### config.mk
export PLATFORM = sky130hd
export DESIGN_NAME = fp_add_scheduler
export DESIGN_NICKNAME = d
export VERILOG_FILES = /design/src/rtl/fp_add_pkg.sv /design/src/rtl/rr_arbiter.sv /design/src/rtl/fp_add_scheduler.sv
export SDC_FILE = /design/constraint.sdc
export NUM_CORES = 1
export LEC_CHECK = 0
export BUFFER_PORTS_ARGS = -buffer_cell sky130_fd_sc_hd__buf_2
export CORE_AREA = 2 2 154 156
export CTS_CLUSTER_SIZE = 20
export DETAILED_ROUTE_END_ITERATION = 8
export DIE_AREA = 0 0 156 158
export GPL_TIMING_DRIVEN = 0
export PLACE_DENSITY = 0.58
export SLEW_MARGIN = 15
export SYNTH_ARGS = -nofsm -noshare
export SYNTH_HDL_FRONTEND = slang
export SYNTH_HIERARCHICAL = 1
export SYNTH_SLANG_ARGS = --single-unit
### constraint.sdc
create_clock -name clk -period 10 [get_ports clk]
set_clock_uncertainty 0.05 [all_clocks]
set_input_delay 1.5 -clock clk [delete_from_list [all_inputs] [get_ports clk]]
set_output_delay 1.5 -clock clk [all_outputs]
set_load 0.02 [all_outputs]
### src/rtl/fp_add_pkg.sv
// fp_add_pkg: shared constants, FSM state type and exponent helper for the FP add scheduler
package fp_add_pkg;
   localparam int FP_W = 32;
   localparam int EXP_MSB = 30;
   localparam int EXP_LSB = 23;
   typedef enum logic [1:0] {IDLE, HOLD, DONE} state_t;
   function automatic logic is_zero_exp(input logic [FP_W-1:0] word);
      return word[EXP_MSB:EXP_LSB] == '0;
   endfunction
endpackage

### src/rtl/rr_arbiter.sv
// rr_arbiter: combinational round-robin pick, first request above ptr with wrap
module rr_arbiter #(
   parameter int NUM_REQ = 4,
   parameter int IW = 2
) (
   input  logic [NUM_REQ-1:0] req,
   input  logic [IW-1:0]      ptr,
   input  logic               enable,
   output logic [NUM_REQ-1:0] grant,
   output logic [IW-1:0]      grant_idx
);
   logic hit;
   // lowest request at or below ptr, then overridden by the lowest request above ptr
   always_comb begin
      grant_idx = '0;
      hit = 1'b0;
      for (int i = NUM_REQ - 1; i >= 0; i--)
         if (req[i] && i <= int'(ptr)) begin
            grant_idx = IW'(i);
            hit = 1'b1;
         end
      for (int i = NUM_REQ - 1; i >= 0; i--)
         if (req[i] && i > int'(ptr)) begin
            grant_idx = IW'(i);
            hit = 1'b1;
         end
      grant = (enable && hit) ? NUM_REQ'(1) << grant_idx : '0;
   end
endmodule

### src/rtl/fp_add_scheduler.sv
// fp_add_scheduler: shares one fixed-latency FP adder between requesters with zero-exponent bypass
module fp_add_scheduler
   import fp_add_pkg::*;
#(
   parameter int NUM_REQ = 4,
   parameter int ADD_LATENCY = 32,
   parameter int ID_W = 2
) (
   input  logic                    clk,
   input  logic                    rst_n,
   input  logic [NUM_REQ-1:0]      req_valid,
   input  logic [NUM_REQ*FP_W-1:0] req_op1,
   input  logic [NUM_REQ*FP_W-1:0] req_op2,
   output logic [NUM_REQ-1:0]      req_ready,
   output logic [FP_W-1:0]         add_op1,
   output logic [FP_W-1:0]         add_op2,
   input  logic [FP_W-1:0]         add_sum,
   output logic                    busy,
   output logic                    resp_valid,
   output logic [ID_W-1:0]         resp_id,
   output logic [FP_W-1:0]         resp_sum
);
   localparam int CW = $clog2(ADD_LATENCY);
   localparam logic [CW-1:0] LAST = CW'(ADD_LATENCY - 1);
   state_t state;
   logic [CW-1:0] cnt;
   logic [ID_W-1:0] rr_ptr, id_q, grant_idx;
   logic [NUM_REQ-1:0] grant;
   logic [FP_W-1:0] op1_q, op2_q, sel_op1, sel_op2;
   logic byp1, byp2;

   rr_arbiter #(.NUM_REQ(NUM_REQ), .IW(ID_W)) u_arb (
      .req(req_valid),
      .ptr(rr_ptr),
      .enable(state == IDLE),
      .grant(grant),
      .grant_idx(grant_idx)
   );

   assign req_ready = grant;
   assign busy = state != IDLE;
   assign add_op1 = op1_q;
   assign add_op2 = op2_q;
   assign byp1 = is_zero_exp(sel_op1);
   assign byp2 = is_zero_exp(sel_op2);

   // operands of the granted requester
   always_comb begin
      sel_op1 = '0;
      sel_op2 = '0;
      for (int i = 0; i < NUM_REQ; i++)
         if (grant[i]) begin
            sel_op1 = req_op1[i*FP_W +: FP_W];
            sel_op2 = req_op2[i*FP_W +: FP_W];
         end
   end

   // sequencer: accept, hold operands for the adder settle time, strobe the result
   always_ff @(posedge clk) begin
      if (!rst_n) begin
         state <= IDLE;
         cnt <= '0;
         op1_q <= '0;
         op2_q <= '0;
         id_q <= '0;
         rr_ptr <= ID_W'(NUM_REQ - 1);
         resp_valid <= 1'b0;
         resp_id <= '0;
         resp_sum <= '0;
      end else begin
         resp_valid <= 1'b0;
         case (state)
            IDLE: if (|grant) begin
               rr_ptr <= grant_idx;
               id_q <= grant_idx;
               if (byp1 || byp2) begin
                  state <= DONE;
                  resp_valid <= 1'b1;
                  resp_id <= grant_idx;
                  resp_sum <= byp1 ? sel_op2 : sel_op1;
               end else begin
                  state <= HOLD;
                  cnt <= '0;
                  op1_q <= sel_op1;
                  op2_q <= sel_op2;
               end
            end
            HOLD: begin
               cnt <= cnt + 1'b1;
               if (cnt == LAST) begin
                  state <= DONE;
                  resp_valid <= 1'b1;
                  resp_id <= id_q;
                  resp_sum <= add_sum;
               end
            end
            default: state <= IDLE;
         endcase
      end
   end
endmodule
# Word level (Yosys, flattened, before mapping)
# Index checks and enable logic that the tools add are counted.
dict set report word_totals {
  register_bits 110
  latchBits 0
  ram_bits 0
  mem_bits_ro 0
  in_bits 294
  memories 0
}
dict set report op_classes {
  n_addsub 1
  multipliers 0
  n_div 0
  order_cmp 6
  eq_ne 6
  shifts 1
  mux 43
  bitwise_logic 1
  n_reduce_logical 19
}
# cell count
set op_table {}
lappend op_table {{two-way mux 32 bit} 12}
lappend op_table {{case mux 32 bit (2 select lines)} 1}
lappend op_table {{two-way mux 2 bit} 13}
lappend op_table {{logical NOT 8 bit} 2}
lappend op_table {{two-way mux 1 bit} 10}
lappend op_table {{two-way mux 5 bit} 2}
lappend op_table {{case mux 5 bit (2 select lines)} 1}
lappend op_table {{!= test 2 bit, second input constant} 4}
lappend op_table {{case mux 2 bit (2 select lines)} 2}
lappend op_table {{logical AND 1 bit} 7}
lappend op_table {{AND reduction 3 bit} 2}
lappend op_table {{adder 5 x 1 -> 5 bit, second input constant} 1}
lappend op_table {{== test 5 bit, second input constant} 1}
lappend op_table {{greater-than comparator 2 bit, first input constant} 2}
lappend op_table {{<= comparator 2 bit, first input constant} 2}
lappend op_table {{two-way mux 4 bit} 1}
lappend op_table {{AND reduction 2 bit} 2}
lappend op_table {{AND reduction 4 bit} 1}
lappend op_table {{nonzero test 2 bit} 2}
lappend op_table {{OR reduction 4 bit} 1}
lappend op_table {{<< shifter 1 x 2 -> 4 bit, first input constant} 1}
lappend op_table {{== test 2 x 1 -> 1 bit, second input constant} 1}
lappend op_table {{greater-than comparator 1 x 2 -> 1 bit, first input constant} 1}
lappend op_table {{<= comparator 1 x 2 -> 1 bit, first input constant} 1}
lappend op_table {{4 further kinds} 4}

# Longest topological paths before layout
# Gate-level depths: netlist of the first run.
dict set report depth {
  ltp_word 20
  depth_mapped 18
}

# By module
# The synthesis of the first run kept the hierarchy.
# module instances cells_each area_each_um2 seq_area_each_um2
set modules_own_cells {}
lappend modules_own_cells {fp_add_scheduler 1 795 6471.2 2202.1}
lappend modules_own_cells {rr_arbiter 1 20 132.6 0.0}

# Worst setup path after synthesis of the first run
# No wires, ideal clock.
dict set report synth_path {
  path_kind {input port to flip-flop}
  from {in req_valid[1]}
  to {reg op1_q[14] (netlist: add_op1[14])}
  setup_ns 0.116
  arrival_time_ns 4.913
  path_slack_ns 4.921
  cell_stages 15
  path_cell_list {nor2b_1 > a21oi_1 > o221ai_2 > nor3b_1 > nor2b_1 > clkbuf_1 > clkbuf_1 > a221oi_1 > o22ai_1 > or4_4 > and3_1 > buf_6 > buf_6 > buf_6 > o211a_1}
}
# element line_no
set synth_lines {}
lappend synth_lines {{start: declaration} fp_add_scheduler.sv:11} ;# input logic [NUM_REQ-1:0] req_valid,
lappend synth_lines {{logical AND 1 bit} rr_arbiter.sv:18} ;# if (req[i] && i <= int'(ptr)) begin
lappend synth_lines {{two-way mux 2 bit (2 in a row)} rr_arbiter.sv:18}
lappend synth_lines {{two-way mux 2 bit (2 in a row)} rr_arbiter.sv:23} ;# if (req[i] && i > int'(ptr)) begin
lappend synth_lines {{two-way mux 2 bit (*)} rr_arbiter.sv:23}
lappend synth_lines {{net grant_idx[0]} fp_add_scheduler.sv:27} ;# logic [ID_W-1:0] rr_ptr, id_q, grant_idx;
lappend synth_lines {{<< shifter 1 x 2 -> 4 bit (*)} rr_arbiter.sv:27} ;# grant = (enable && hit) ? NUM_REQ'(1) << grant_idx : '0;
lappend synth_lines {{two-way mux 4 bit (*)} rr_arbiter.sv:27}
lappend synth_lines {{net req_ready[1]} fp_add_scheduler.sv:14} ;# output logic [NUM_REQ-1:0] req_ready,
lappend synth_lines {{two-way mux 32 bit (3 in a row)} fp_add_scheduler.sv:52} ;# if (grant[i]) begin
lappend synth_lines {{logical NOT 8 bit} fp_add_pkg.sv:8} ;# return word[EXP_MSB:EXP_LSB] == '0;
lappend synth_lines {{logical OR 1 bit} fp_add_scheduler.sv:76} ;# if (byp1 || byp2) begin
lappend synth_lines {{NOT 1 bit (no line)} n/a}
lappend synth_lines {{AND reduction 3 bit (no line)} n/a}
lappend synth_lines {{end signal: assignment} fp_add_scheduler.sv:84} ;# op1_q <= sel_op1;
lappend synth_lines {{end: declaration} fp_add_scheduler.sv:29} ;# logic [FP_W-1:0] op1_q, op2_q, sel_op1, sel_op2;
# Mark *: on every way through the listed nets, which the timed path passes. The rest lies on a longest branch.
# A chain may end at the register's enable or synchronous reset.

# Worst setup path in the final report of the first run
dict set report layout_path {
  from {in req_valid[1]}
  to {reg resp_sum[22]}
}
dict set report layout_via {
  elab_chain_cells 17
}
# element line_no
set layout_lines {}
lappend layout_lines {{logical AND 1 bit} rr_arbiter.sv:18}
lappend layout_lines {{two-way mux 2 bit (2 in a row)} rr_arbiter.sv:18}
lappend layout_lines {{two-way mux 2 bit (2 in a row)} rr_arbiter.sv:23}
lappend layout_lines {{two-way mux 2 bit (*)} rr_arbiter.sv:23}
lappend layout_lines {{net grant_idx[0]} fp_add_scheduler.sv:27}
lappend layout_lines {{<< shifter 1 x 2 -> 4 bit (*)} rr_arbiter.sv:27}
lappend layout_lines {{two-way mux 4 bit (*)} rr_arbiter.sv:27}
lappend layout_lines {{two-way mux 32 bit (4 in a row)} fp_add_scheduler.sv:52}
lappend layout_lines {{logical NOT 8 bit} fp_add_pkg.sv:8}
lappend layout_lines {{two-way mux 32 bit} fp_add_scheduler.sv:80} ;# resp_sum <= byp1 ? sel_op2 : sel_op1;
lappend layout_lines {{two-way mux 32 bit} fp_add_scheduler.sv:76}
lappend layout_lines {{two-way mux 32 bit} fp_add_scheduler.sv:73} ;# IDLE: if (|grant) begin
lappend layout_lines {{case mux 32 bit (2 select lines)} fp_add_scheduler.sv:72} ;# case (state)
lappend layout_lines {{end signal: assignment} fp_add_scheduler.sv:80}
lappend layout_lines {{end signal: assignment} fp_add_scheduler.sv:94} ;# resp_sum <= add_sum;
lappend layout_lines {{end: declaration} fp_add_scheduler.sv:21} ;# output logic [FP_W-1:0] resp_sum
# Mark *: on every way through the listed nets, which the timed path passes. The rest lies on a longest branch. The select of a mux whose other input is x is not followed.

==> reports/metrics.cfg, run 1 <==
[synth]
yosys.cell_types.count=40
synth.net_count=1111
yosys-top-cells-count=110 x dfxtp_1, 87 x nand2_1, 83 x a21oi_1
synth_top_cell_area_share=0.333
seq_area_frac_synth=0.333
synth-edff-count=0
synth-async-reset-ratio=0
yosysMostFrequentCell=dfxtp_1
ys_warn_count=6
syn_inst=815
synthesis.area_per_instance_um2=8.10
synthTopCellsByArea=dfxtp_1 33%, a221oi_1 9.5%, o211a_1 7.3%
ys.flop_type=dfxtp_1
yosysTopAreaCell=dfxtp_1
ys_ff_latch=110
syn_area_mm2=0.00660

[global_route]
use_met3=0.0564
grt_busiest_layer=met2
grt_max_degree=18
grt_pass1_vias=8020
grt_util_met1=0.295
grt_use_met2=0.506
grt_pass1_wl_mm=49.0
overflow=0
track_usage=0.271
grt_antenna_before_repair=17

[hold_path]
hp-class=flop to flop
min_path_cells=2

[power_and_ir_drop]
p_per_area_mw_per_mm2=363
p_int_mw=1.62
p_leak_nw=4.72
p_clk_frac=0.105
switching_share=0.517
ir_drop_v=0.000154
pwr-share-comb=0.688
p_sw_mw=1.73
seqPwrFrac=0.207

[worst_setup_path]
worst-path-stages=15
cp_top_family=compound AO/OA/AOI/OAI gates
reg2reg_to=resp_sum[22]
endpoint=resp_sum[22]
crit_type=primary input to flop
crit_path_top_delay_cell=nor4_1
cp_num_buf_inv=5
reg2reg_from=rr_ptr[1]
crit_path_end_kind=flop
crit_fanout=10
path_cells=buf_2 -> nor2b_1 -> a21oi_1 -> o221ai_2 -> nor3b_1 -> nor2b_1 -> clkbuf_1 -> clkbuf_1 -> a221oi_1 -> o22ai_1 -> nor4_1 -> buf_2 -> buf_1 -> o221ai_1 -> a21oi_1
start_kind=primary input
max_stage_delay_ns=0.67
r2r_cells=13
rrSetupSlack_ns=5.02
arrival_ns=6.18
worstPathRequired_ns=10.24
startpoint=req_valid[1]

[route]
routed_wl_mm=34.7
routed_via_density=5.43
route.detailed.drc=0
vias=8298
route.detailed.wl_per_inst_um=22.8
drt_iter0_markers=406
first_pass_iters=5
antenna_left=0

[timing]
tightest_slew_ns=0.847
setup_viol=0
setup_tns_ns=0
relSlewSlack=0.435
hold_violations=0
rsz0062_at_grt=no
finalCritPeriodShare=0.594
finalCriticalPeriod_ns=5.94
fmax_mhz=168
slew_viol_final=0

[place]
gp_congestion=0.920
portBuffers=396
hpwl_mm=28.7
dp.cells=1501

[cts]
htree_levels=3
path_clk_slew_ns=0.07
cts_tree=done
clk_latency_ns=0.35
postCtsSetupBuffers=0
postCtsHoldBufs=0
cts_buffer_depth=2
clock-sinks=110
cts_inserted_buffers=9
root_buffer=clkbuf_16
cts_resized=0

[cells_and_area]
drive_gt1_frac=0.361
nets=1518
fin_util=0.401
area_growth_pct=40.1
instances_no_fill=1527

[job]
cap_viol_max_count=0

[die]
ios=398
die_h_um=158
die_w_um=156
rows=56
dieArea_mm2=0.0246
core_mm2=0.0231
initial_core_util=0.286

[status]
status=complete, no violations

==> worst register-to-register path, delay by kind of cell (launching register included) <==
family,cells,cell delay (ns)
AOI/OAI and AO/OA,5,1.62
buffers and inverters,4,1.43
and+or+nand+nor,3,1.23
muxes,1,0.13
DFF,1,0.45
==> cell families after synthesis <==
kind of cell    synth area share
simple gates               0.216
fa+ha+maj                0.00379
buf+inv                   0.0758
flops                      0.333
compound gates             0.342
mux                       0.0288
==> metal layers <==
layer | part of all wire | vias to the layer above
met3 | 0.070 | 68
met1 | 0.38 | 3879
li1 | - | 3937
met4 | 0.034 | 12
met2 | 0.52 | 402
met5 | 0.0022 | -
==> power groups by stage <==
stage	Clock, mW	Combinational [mW]	Sequential [mW]
final	0.352	2.31	0.696
after global routing	0.378	2.50	0.710
after CTS	0.359	2.31	0.695
after detailed placement	0	2.30	0.703
after global placement	0	2.29	0.699
after floorplan	0	1.35	0.861
==> cell type report <==
class / count / area (µm²)
clock buffer: 11 / 243
tap: 290 / 363
sequential: 110 / 2200
buffer: 92 / 478
antenna: 10 / 25.0
clock inverter: 5 / 35.0
timing repair buffer: 396 / 1980
fill: 2471 / 13800
multi-input combinational: 607 / 3900
inverter: 6 / 22.5
==> worst min-delay path by stage <==
stage / startpoint / endpoint / slack [ns]
4_1_cts: id_q[0] / id_q[0] / 0.43
3_5_place_dp: id_q[0] / id_q[0] / 0.42
3_3_place_gp: id_q[1] / id_q[1] / 0.41
5_1_grt: id_q[0] / id_q[0] / 0.47
2_1_floorplan: id_q[0] / id_q[0] / 0.39
6_report: id_q[0] / id_q[0] / 0.43
==> placed cells by master (no fill, tap or decap), drive strengths merged, types with 10 or more instances in the layout <==
master	netlist	routed
a21oi	84	84
nor2b	67	67
diode	0	10
nor2	23	23
clkbuf	58	69
o211a	48	48
nand2	87	87
dfxtp	110	110
nand3	28	28
mux2i	19	19
o22ai	22	22
o221ai	25	25
o31ai	34	34
a221oi	72	72
buf	34	430
nor3	59	59
==> state kept, by name, indices dropped and copies added, names as in the netlist <==
signal      flops
state           2
id_q            2
resp_sum       32
rr_ptr          2
add_op2        32
add_op1        32
resp_id         2
resp_valid      1
cnt             5
==> through the flow <==
| step | power [mW] | setup WS, ns | area [µm²] | hold slack, ns |
|---|---|---|---|---|
| 2_1_floorplan | 2.21 | 4.92 | 6600 | 0.393 |
| 3_3_place_gp | 2.99 | 3.75 | 8950 | 0.409 |
| 3_5_place_dp | 3.01 | 3.70 | 8950 | 0.415 |
| 4_1_cts | 3.36 | 4.06 | 9230 | 0.432 |
| 5_1_grt | 3.59 | 3.60 | 9250 | 0.466 |
| 6_report | 3.36 | 4.06 | 9250 | 0.429 |
Power figures use the tool's default switching activity.
==> inputs of run 2 (changes only) <==
--- a/config.mk
+++ b/config.mk
@@ -11,7 +11,7 @@
 export DETAILED_ROUTE_END_ITERATION = 8
 export DIE_AREA = 0 0 156 158
 export GPL_TIMING_DRIVEN = 0
-export PLACE_DENSITY = 0.58
+export PLACE_DENSITY = 0.6
 export SLEW_MARGIN = 15
 export SYNTH_ARGS = -nofsm -noshare
 export SYNTH_HDL_FRONTEND = slang
==> constraint.sdc (replaced) <==
create_clock -name clk -period 5.21 [get_ports clk]
set_clock_uncertainty 0.05 [all_clocks]
set_input_delay 0.7815 -clock clk [delete_from_list [all_inputs] [get_ports clk]]
set_output_delay 0.7815 -clock clk [all_outputs]
set_load 0.02 [all_outputs]
==> run 2 against run 1 <==
- final cell count down 0.39%
- worst hold slack worse by 0.0035 ns
- wire length decreased by 0.45%
- power increased by 92%
- sequential share of layout area hardly changed
- flip-flop and latch count unchanged
- die area did not move
- sequential power grew 91%
- highest routed layer unchanged
==> reports/metrics.cfg, run 2 (synthesis results as in run 1) <==
[status]
status=complete, no violations

[power_and_ir_drop]
p_per_area_mw_per_mm2=699  ; +92%
pwr-share-comb=0.690  ; +0.002
switching_share=0.517  ; about the same
seqPwrFrac=0.206  ; about the same
p_int_mw=3.12  ; +92%
p_clk_frac=0.103  ; -0.002
p_leak_nw=4.72  ; about the same
ir_drop_v=0.000313  ; +100%
p_sw_mw=3.34  ; +92%

[cts]
cts_tree=done
cts_buffer_depth=2  ; unchanged
cts_inserted_buffers=9  ; unchanged
htree_levels=3  ; unchanged
clock-sinks=110  ; unchanged
clk_latency_ns=0.35  ; about the same
path_clk_slew_ns=0.07  ; about the same
root_buffer=clkbuf_16
postCtsSetupBuffers=0  ; unchanged

[worst_setup_path]
arrival_ns=5.19  ; -0.99 ns
crit_path_top_delay_cell=clkbuf_1
start_kind=primary input
crit_fanout=10  ; unchanged
crit_path_end_kind=flop
worstPathRequired_ns=5.45  ; -4.79 ns
max_stage_delay_ns=0.60  ; -0.07 ns
path_cells=buf_2 -> inv_1 -> a211oi_1 -> a211oi_2 -> nor3_1 -> nor2b_1 -> clkbuf_1 -> clkbuf_1 -> clkbuf_1 -> buf_1 -> a221oi_1 -> nor3_1 -> a21oi_1 -> nand3_1 -> o221ai_1 -> a21oi_1
startpoint=req_valid[1]
worst_path_most_repeated_cell=clkbuf_1
crit_type=primary input to flop
reg2reg_from=rr_ptr[1]

[timing]
tightest_slew_ns=0.889  ; +0.0421 ns
slew_viol_final=0  ; unchanged
relSlewSlack=0.407  ; -0.0281
holdWs_ns=0.425  ; -0.00347 ns
hold_violations=0  ; unchanged
finalCritPeriodShare=0.950
setup_viol=0  ; unchanged
fmax_mhz=202
setup_tns_ns=0  ; unchanged
rsz0062_at_grt=no
finalCriticalPeriod_ns=4.95

[route]
first_pass_iters=5  ; unchanged
routed_wl_mm=34.6  ; -0.45%
routed_via_density=5.45  ; +0.25%
vias=8286  ; -0.14%
route.detailed.drc=0  ; unchanged
antenna_left=0  ; unchanged
route.detailed.wl_per_inst_um=22.7  ; about the same
drt_iter0_markers=455  ; +12%

[hold_path]
hp-start=id_q[1]
hp-class=flop to flop

[cells_and_area]
layout.cells.most_common=buf_2
nFillCells=2504  ; +1.3%
nets=1518  ; unchanged
final_cell_mix=403 x buf_2, 110 x dfxtp_1, 87 x nand2_1, 83 x a21oi_1, 72 x a221oi_1
area_growth_pct=39.9
fin_area_mm2=0.00924  ; -0.14%
drive_gt1_frac=0.361  ; unchanged

[die]
initial_core_util=0.286  ; unchanged
ios=398  ; unchanged
die_h_um=158  ; unchanged
dieArea_mm2=0.0246  ; unchanged
rows=56  ; unchanged
die_w_um=156  ; unchanged
core_mm2=0.0231  ; unchanged

[place]
portBuffers=396  ; unchanged
placed_cell_area_mm2=0.00895  ; unchanged
hpwl_mm=28.5  ; -0.66%
gp_congestion=0.946  ; +2.9%

[global_route]
grt_antenna_before_repair=10  ; -7
grt_pass1_vias=8235  ; +2.7%
grt_pass1_wl_mm=48.9  ; -0.14%
track_usage=0.268  ; -0.00254
overflow=0  ; unchanged
grt_max_degree=17  ; -1

[job]
cap_viol_max_count=0  ; unchanged

run 2: timing repair:
| action | 4_1_cts | 5_1_grt |
|---|---|---|
| gates resized for setup | 0 | 2 |
| setup endpoints to repair | 0 | 26 |
| hold buffers | 0 | 0 |
run 2: worst paths after layout:
path	end	cells past startpoint	slack, ns
min reg2reg	id_q[1]	2	0.43
max reg2reg	resp_sum[16]	15	0.42
max	resp_sum[16]	16	0.26
min	id_q[1]	2	0.43
run 2: layer usage:
metal | track usage | vias to the layer above | share of wire
met4 | 0.0913 | 6 | 0.032
met5 | 0 | - | 0.0011
li1 | - | 3931 | -
met2 | 0.526 | 379 | 0.53
met3 | 0.0594 | 65 | 0.069
met1 | 0.281 | 3905 | 0.37
run 2: power groups by stage:
stage / clock, mW / combinational (mW) / sequential (mW)
floorplan: 0 / 2.60 / 1.65
global route: 0.709 / 4.83 / 1.36
CTS: 0.683 / 4.44 / 1.33
finish: 0.667 / 4.46 / 1.33
detailed placement: 0 / 4.44 / 1.35
global placement: 0 / 4.39 / 1.34
run 2: area by class of cell:
cell class              instances  area [µm²]  share of cell area
clock inverters                 3        18.8             0.00203
clock buffers                  13         250              0.0271
well taps                     290         363              0.0393
repair buffers                396        1980               0.215
inverters                       6        22.5             0.00244
plain buffers                  92         478              0.0517
diodes                          4        10.0             0.00108
multi-input cells             607        3910               0.423
flip-flops and latches        110        2200               0.238
run 2: through the flow:
stage	instances	total power, mW	setup WS [ns]	utilization
2_1_floorplan	815	4.25	0.849	-
3_3_place_gp	1501	5.73	-0.171	0.388
3_5_place_dp	1501	5.78	-0.259	0.388
4_1_cts	1517	6.46	0.109	0.400
5_1_grt	1520	6.90	0.0375	0.401
6_report	1521	6.45	0.262	0.401
run 2: worst max-delay path, delay by kind of cell:
| kind | cells | cell delay, ns |
|---|---|---|
| AND/OR/NAND/NOR | 4 | 1.17 |
| buffers and inverters | 6 | 2.16 |
| AO/OA/AOI/OAI | 6 | 1.09 |
==> inputs of run 3 (changes only) <==
--- a/config.mk
+++ b/config.mk
@@ -5,13 +5,14 @@
 export SDC_FILE = /design/constraint.sdc
 export NUM_CORES = 1
 export LEC_CHECK = 0
-export BUFFER_PORTS_ARGS = -buffer_cell sky130_fd_sc_hd__buf_2
-export CORE_AREA = 2 2 154 156
+export BUFFER_PORTS_ARGS = -buffer_cell sky130_fd_sc_hd__buf_4
+export CAP_MARGIN = 20
+export CORE_AREA = 5 5 152 154
 export CTS_CLUSTER_SIZE = 20
 export DETAILED_ROUTE_END_ITERATION = 8
-export DIE_AREA = 0 0 156 158
+export DIE_AREA = 0 0 157 159
 export GPL_TIMING_DRIVEN = 0
-export PLACE_DENSITY = 0.6
+export PLACE_DENSITY = 0.64
 export SLEW_MARGIN = 15
 export SYNTH_ARGS = -nofsm -noshare
 export SYNTH_HDL_FRONTEND = slang
==> run 3 against run 2 <==
- die area rose by 1.3%
- via count about the same
- combinational power rose by 4%
- final cell count is 0.79% lower
- first-iteration DRC count increased by 16%
- worst hold slack got worse by 0.0093 ns
- critical path type unchanged
- highest routed layer unchanged
==> reports/metrics.cfg, run 3 (synthesis results as in run 1) <==
[timing]
finalCritPeriodShare=0.937  ; -0.0128
fmax_mhz=205  ; +1.4%
slew_viol_final=0  ; unchanged
finalCriticalPeriod_ns=4.88  ; -0.0665 ns
tightest_slew_ns=0.732  ; -0.157 ns
setup_tns_ns=0  ; unchanged
setup_viol=0  ; unchanged
fin_ws_ns=0.329  ; +0.0665 ns
rsz0062_at_grt=no
hold_violations=0  ; unchanged
relSlewSlack=0.512  ; +0.105

[hold_path]
min_path_cells=2  ; unchanged
hp-class=flop to flop

[worst_setup_path]
cp_top_family=compound AO/OA/AOI/OAI gates
max_stage_delay_ns=0.53  ; -0.07 ns
path_cells=buf_4 -> nor2b_1 -> a21oi_1 -> o221ai_2 -> nor3b_1 -> nor2b_1 -> clkbuf_1 -> clkbuf_1 -> a221oi_1 -> o22ai_1 -> nor4_2 -> buf_2 -> buf_1 -> o221ai_1 -> a21oi_1
crit_path_top_delay_cell=nor3b_1
r2r_cells=13  ; -2
crit_type=primary input to flop
worst-path-stages=15  ; -1
worstPathRequired_ns=5.45  ; about the same
crit_fanout=10  ; unchanged
crit_path_end_kind=flop
arrival_ns=5.12  ; -0.07 ns
cp_num_buf_inv=5  ; -1
start_kind=primary input

[status]
status=complete, no violations

[route]
routed_via_density=5.49  ; +0.83%
route.detailed.wl_per_inst_um=23.5  ; +3.4%
first_pass_iters=5  ; unchanged
routed_wl_mm=35.5  ; +2.6%
antenna_left=0  ; unchanged
vias=8289  ; +0.036%
drt_iter0_markers=527  ; +16%
route.detailed.drc=0  ; unchanged

[place]
gp_congestion=0.939  ; -0.80%
dp.cells=1491  ; -0.67%
portBuffers=396  ; unchanged
hpwl_mm=29.4  ; +3.3%
post-place-ws_ns=-0.178  ; +0.0814 ns

[die]
die_h_um=159  ; +0.63%
die_w_um=157  ; +0.64%
rows=54  ; -3.6%
ios=398  ; unchanged
initial_core_util=0.306  ; +0.0199
core_mm2=0.0216  ; -6.5%
dieArea_mm2=0.0250  ; +1.3%

[cells_and_area]
final_cell_mix=399 x buf_4, 110 x dfxtp_1, 87 x nand2_1, 83 x a21oi_1, 72 x a221oi_1
seq_area_mm2=0.00220  ; unchanged
layout.cells.most_common=buf_4
area_growth_pct=54.9
instances_no_fill=1509  ; -0.79%
drive_gt1_frac=0.361  ; about the same
multiInputGateArea_mm2=0.00391  ; -0.13%
nFillCells=2201  ; -12%
nets=1518  ; unchanged

[global_route]
grt_max_degree=17  ; unchanged
track_usage=0.267  ; -0.000939
grt_pass1_wl_mm=50.6  ; +3.5%
grt_pass1_vias=8326  ; +1.1%
overflow=0  ; unchanged
grt_antenna_before_repair=4  ; -6

[cts]
cts_buffer_depth=2  ; unchanged
htree_levels=3  ; unchanged
clock-sinks=110  ; unchanged
cts_inserted_buffers=9  ; unchanged
root_buffer=clkbuf_16
cts_tree=done
clk_latency_ns=0.36  ; about the same
path_clk_slew_ns=0.07  ; about the same

[power_and_ir_drop]
p_leak_nw=4.99  ; +5.7%
ir_drop_v=0.000291  ; -7.0%
power_mw=6.68  ; +3.4%
p_per_area_mw_per_mm2=652  ; -6.6%

[job]
cap_viol_max_count=0  ; unchanged

-- run 3: area by class of cell --
class / count / area share
tap: 280 / 0.0342
clock inverter: 4 / 0.00465
inverter: 6 / 0.00220
sequential: 110 / 0.215
antenna: 3 / 0.000734
timing repair buffer: 396 / 0.291
multi-input combinational: 607 / 0.382
buffer: 92 / 0.0467
clock buffer: 11 / 0.0237
-- run 3: worst paths after layout --
path           startpoint            to  slack [ns]
max          req_valid[0]  resp_sum[18]        0.33
min               id_q[0]       id_q[0]        0.42
max reg2reg     rr_ptr[1]  resp_sum[18]        0.53
min reg2reg       id_q[0]       id_q[0]        0.42
-- run 3: stage by stage --
step                      hold WS (ns)  area (µm²)  utilization
final                            0.416       10200        0.475
after global routing             0.450       10200        0.475
after CTS                        0.424       10200        0.474
after detailed placement         0.413        9930        0.461
after global placement           0.404        9930        0.461
after floorplan                  0.393        6600            -
-- run 3: routing by layer --
layer,vias up,wire length [µm],GRT usage
li1,3928,-,-
met1,3936,13100,0.294
met2,370,18500,0.496
met3,53,2850,0.0671
met4,2,932,0.0880
met5,-,20,0
-- run 3: power by group --
part,switching [mW],internal (mW)
clock network,0.318,0.382
registers,0.184,1.16
logic,2.80,1.84
-- run 3: worst register-to-register path, stage by stage, from the launching register on --
cell and delay, ns:
dfxtp_1 0.46, mux2i_1 0.13, o221ai_2 0.30, nor3b_1 0.53, nor2b_1 0.09, clkbuf_1 0.24, clkbuf_1 0.38, a221oi_1 0.49
o22ai_1 0.25, nor4_2 0.49, buf_2 0.35, buf_1 0.42, o221ai_1 0.25, a21oi_1 0.18
-- run 3: repair_timing --
action | in CTS | in global routing
setup buffers | 0 | 0
setup endpoints to repair | 0 | 20
resized for setup | 0 | 1
hold buffers | 0 | 0
